--- src/rtl/uart_tx_arbiter.sv ---
// rtl/uart_tx_arbiter.sv - round-robin arbiter sharing one UART transmitter
// between N_REQ byte producers, with start-acknowledge timeout recovery.
module uart_tx_arbiter #(
  parameter int N_REQ         = 4,
  parameter int START_TIMEOUT = 512,
  localparam int GW = (N_REQ > 1) ? $clog2(N_REQ) : 1,
  localparam int CW = $clog2(START_TIMEOUT)
) (
  input  logic               clk,
  input  logic               reset,
  input  logic [N_REQ-1:0]   req_valid,
  input  logic [8*N_REQ-1:0] req_data,
  output logic [N_REQ-1:0]   req_ready,
  output logic               tx_start,
  output logic [7:0]         tx_data,
  input  logic               tx_busy,
  output logic [GW-1:0]      grant_id,
  output logic               active,
  output logic               timeout_err
);

  // One-hot encoding so tx_start is a flop output with no decode glitches.
  typedef enum logic [4:0] {
    IDLE      = 5'b00001,
    LOAD      = 5'b00010,
    START     = 5'b00100,
    WAIT_DONE = 5'b01000,
    RELEASE   = 5'b10000
  } state_t;

  localparam int               START_BIT = 2;
  localparam logic [CW-1:0]    CNT_LAST  = CW'(START_TIMEOUT - 1);
  localparam logic [CW-1:0]    REL_LAST  = CW'(1);
  localparam logic [GW-1:0]    PTR_LAST  = GW'(N_REQ - 1);

  state_t        state_q;
  state_t        state_d;
  logic [CW-1:0] cnt_q;
  logic [GW-1:0] ptr_q;
  logic [GW-1:0] winner;
  logic          win_found;
  logic [7:0]    sel_byte;
  logic          grant_ok;
  logic          timeout_hit;

  // Search upward from ptr with wrap; first valid requester wins.
  always_comb begin
    int            s;
    logic [GW-1:0] idx;
    winner    = ptr_q;
    win_found = 1'b0;
    s         = 0;
    idx       = '0;
    for (int k = 0; k < N_REQ; k++) begin
      s = int'(ptr_q) + k;
      if (s >= N_REQ) s = s - N_REQ;
      idx = GW'(s);
      if (!win_found && req_valid[idx]) begin
        winner    = idx;
        win_found = 1'b1;
      end
    end
  end

  always_comb begin
    sel_byte = 8'h00;
    for (int i = 0; i < N_REQ; i++) begin
      if (grant_id == GW'(i)) sel_byte = req_data[8*i +: 8];
    end
  end

  assign grant_ok    = win_found && !tx_busy;
  assign timeout_hit = !tx_busy && (cnt_q == CNT_LAST);

  always_ff @(posedge clk) begin
    if (!reset) state_q <= IDLE;
    else        state_q <= state_d;
  end

  always_comb begin
    state_d = state_q;
    unique case (state_q)
      IDLE:      if (grant_ok) state_d = LOAD;
      LOAD:      state_d = START;
      START: begin
        // busy wins over a simultaneous timeout
        if (tx_busy)          state_d = WAIT_DONE;
        else if (timeout_hit) state_d = RELEASE;
      end
      WAIT_DONE: if (!tx_busy) state_d = IDLE;
      RELEASE:   if (cnt_q == REL_LAST) state_d = START;
      default:   state_d = IDLE;
    endcase
  end

  always_comb begin
    active    = (state_q != IDLE);
    tx_start  = state_q[START_BIT];
    req_ready = '0;
    if (state_q == LOAD) req_ready[grant_id] = 1'b1;
  end

  // The counter restarts on every state change: START uses it for the
  // timeout, RELEASE for its two-cycle low period.
  always_ff @(posedge clk) begin
    if (!reset) begin
      cnt_q       <= '0;
      ptr_q       <= '0;
      grant_id    <= '0;
      tx_data     <= 8'h00;
      timeout_err <= 1'b0;
    end else begin
      if (state_d != state_q)  cnt_q <= '0;
      else if (cnt_q != CNT_LAST) cnt_q <= cnt_q + CW'(1);
      timeout_err <= (state_q == START) && timeout_hit;
      if (state_q == IDLE && grant_ok) grant_id <= winner;
      if (state_q == LOAD) begin
        tx_data <= sel_byte;
        ptr_q   <= (grant_id == PTR_LAST) ? '0 : grant_id + GW'(1);
      end
    end
  end

endmodule

--- config.mk ---
export PLATFORM = sky130hd
export DESIGN_NAME = uart_tx_arbiter
export DESIGN_NICKNAME = d
export VERILOG_FILES = /design/src/rtl/uart_tx_arbiter.sv
export SDC_FILE = /design/constraint.sdc
export NUM_CORES = 1
export LEC_CHECK = 0
export ABC_AREA = 1
export CORE_AREA = 10 10 71 73
export CTS_CLUSTER_SIZE = 16
export DETAILED_ROUTE_END_ITERATION = 7
export DIE_AREA = 0 0 81 83
export GPL_TIMING_DRIVEN = 0
export PLACE_DENSITY = 0.83
export SLEW_MARGIN = 20
export SYNTH_ARGS = -nofsm -noshare
export SYNTH_HDL_FRONTEND = slang
export SYNTH_SLANG_ARGS = --single-unit
--- constraint.sdc ---
create_clock -name clk -period 4.4 [get_ports clk]
set_clock_uncertainty 0.1 [all_clocks]
set_input_delay 0.88 -clock clk [delete_from_list [all_inputs] [get_ports clk]]
set_output_delay 0.88 -clock clk [all_outputs]
set_load 0.05 [all_outputs]
==> results.md <==
- Fill cell count: ~350
- Ys async rst share: 0
- Antenna violations before repair: 0
- Port buffer count: 55
- Tcrit/Tclk final: 0.837
- RSZ-0062 raised after global routing: no
- GRT Resource Usage Total: 0.143
- Top_reg_cell synth: dfxtp_1
- Critical Path Source Type: flop
- DRC violations left: 0
- Vias in the first global route: between 1500 and 2000
- Area share of the largest cell type after synthesis: 0.305
- Core Box Area: ~3600 um^2
- Setup bufs post-CTS: 0
- Outcome: completed
- Critical path start-end classification: reg -> out
- Clock Latency Late Sink: roughly 280 ps
- Clock sink count: 27
- Grt total ovfl: 0
- Synth Cell Area: between 1500 and 2000 um^2
- Via count: roughly 1900
- Synth area leaders: dfxtp_1 (30%), nand2_1 (11%), a21oi_1 (7.1%)
- CP Cell Sequence: inv_1, ha_1, clkbuf_1, clkinv_1, nor2_1, clkdlybuf4s50_1
- Full die area: 6720 um^2
- Pre-CTS setup slack: 1090 ps
- Distinct cell type count after synthesis: 34
- Gpl congestion: between 0.7 and 0.8
- Routed Antenna Nets: 0
- Critical Path End Type: primary output
- Starting density of the core: 0.488
- Max cap viols: 0
- Num rows: 22
- PwrDens: 264 nW/um^2
- Slowest-stage cell, CP: clkdlybuf4s50_1
- Crit path DAT: around 2700 ps
- DR vias/cell: around 5.3
- Die W: about 81 um
- Area Growth Syn to Fin: 37.2%
- WL/cell: ~13 um
- Least-Margin Pin Slew: between 500 and 600 ps
- Max Fclk: approximately 270 MHz
- Clk pin slew, worst setup/hold paths: around 100 ps
- I/O pin total: 56
- Peak supply drop: 202 uV
- Register area share after synthesis: 0.305
- CTS buffer count: 3
- Layout cells sized above 1: 0.0799
- Routed wire length: 4830 um
- Pins Over Slew Limit: 0
- # resized after CTS: 0
- N_diodes: 0
- Final Critical Period: 3680 ps
- Die height: 83 um
- Setup_tns: 0 ps
- CTS tree: done
- Synth Net Count: 300
- Clock Root Buffer: clkbuf_8
- Worst slew margin: 0.616
- CP Data Required Time: between 3000 and 4000 ps
- Syn Area/Cell: between 6 and 7 um^2
- Mapped Cells: roughly 250
- First-pass GRT wire length: roughly 8000 um
- Clk buf depth: 2
- Setup-failing EPs final: 0
- Largest net degree at the start of global routing: 17
- CP max FO: 9
- Pre-antenna DRT Iters: 4
- Worst setup margin: ~720 ps
- Cts hold-fix bufs: 0
- EDFF count, synth: 0
- FF+latch count, synth: 27
- Ys Warns: 0
- Leak: just over 0.001 uW
- Drt initial violations: 72
- HP Class: reg -> reg
- HPWL after detailed placement: 3810 um
- Yosys top cell by area: dfxtp_1
- Final Net Count: 360
- CP max stage delay: around 820 ps
- H-tree Lvls: 1
- Fin. Hold Viols: 0
[synth_stat cells, types with 2 or more instances]
master,count
a211oi_1,2
clkinv_1,2
nor3_1,3
a221o_1,8
dfxtp_1,27
xor2_1,6
nand4_1,6
ha_1,7
o211ai_1,9
clkbuf_1,5
nand3_1,14
a21oi_1,25
o21ai_0,13
nor2_1,25
nand3_2,2
inv_1,26
nand2_1,50
nand2_2,3
nor2_2,6
[sequential cells by signal, summed over array words and instances (netlist names)]
signal	flops
cnt_q	9
grant_id	2
ptr_q	2
state_q	5
timeout_err	1
tx_data	8
[power breakdown]
part | switching, uW | internal [uW] | total (uW)
combinational | 127 | 99.4 | 227
sequential | 10.4 | 255 | 266
clock | 85.1 | 64.5 | 150
total | 223 | 419 | 642
[path summary, 6_finish.rpt]
path               start            to  cells past startpoint  slack, ps
max          grant_id[0]  req_ready[2]                      6        720
min             cnt_q[7]      cnt_q[7]                      2        440
max reg2reg     cnt_q[0]      cnt_q[8]                     12       2060
min reg2reg     cnt_q[7]      cnt_q[7]                      2        440
[cell type report]
cell class	instances	area [um^2]	area share
buffer	7	37.5	0.0154
clock buffer	3	41.3	0.0170
clock inverter	1	7.51	0.00309
inverter	31	124	0.0509
multi-input combinational	189	1070	0.440
sequential	27	541	0.222
tap	48	60.1	0.0247
timing repair buffer	55	551	0.226
[cell usage in the layout (no fill, tap or decap), types with 8 or more instances in the layout]
cell type and instances:
clkdlybuf4s50_1 55, nand2_1 50, dfxtp_1 27, inv_1 26, nor2_1 25, a21oi_1 25
nand3_1 14, o21ai_0 13, o211ai_1 9, a221o_1 8
[layer usage]
layer | vias up | GRT usage | wire length (um)
met5 | - | 0 | 0
met4 | 0 | 0.0250 | 37
met3 | 6 | 0.0614 | 407
met2 | 56 | 0.244 | 2380
met1 | 864 | 0.162 | 2000
li1 | 975 | - | -
[logic make-up (layout without fill, tap and decap cells)]
family                     after synthesis  after routing  share of synthesized area
AOI/OAI and AO/OA                       60             60                      0.212
and+or+nand+nor                        115            115                      0.308
xor gates and xnor gates                 7              7                     0.0346
DFF                                     27             27                      0.305
buffers and inverters                   38             97                     0.0910
adders and majority gates                7              7                     0.0494
[stage by stage]
step	power [uW]	hold WS [ps]	cells	utilization	cell area (um^2)
after global placement	495	408	357	0.656	2380
after detailed placement	498	428	357	0.656	2380
after CTS	643	451	361	0.669	2430
final	642	444	361	0.669	2430
after global routing	676	469	361	0.669	2430
after floorplan	419	394	254	-	1770
[worst max-delay path, delay by kind of cell (launching register included)]
family	cells	cell delay (ps)
AND/OR/NAND/NOR	1	200
buffers and inverters	4	1690
adder cells (fa/ha/maj)	1	170
flip-flops	1	370
Note: power is estimated with default switching activity, not from simulation.
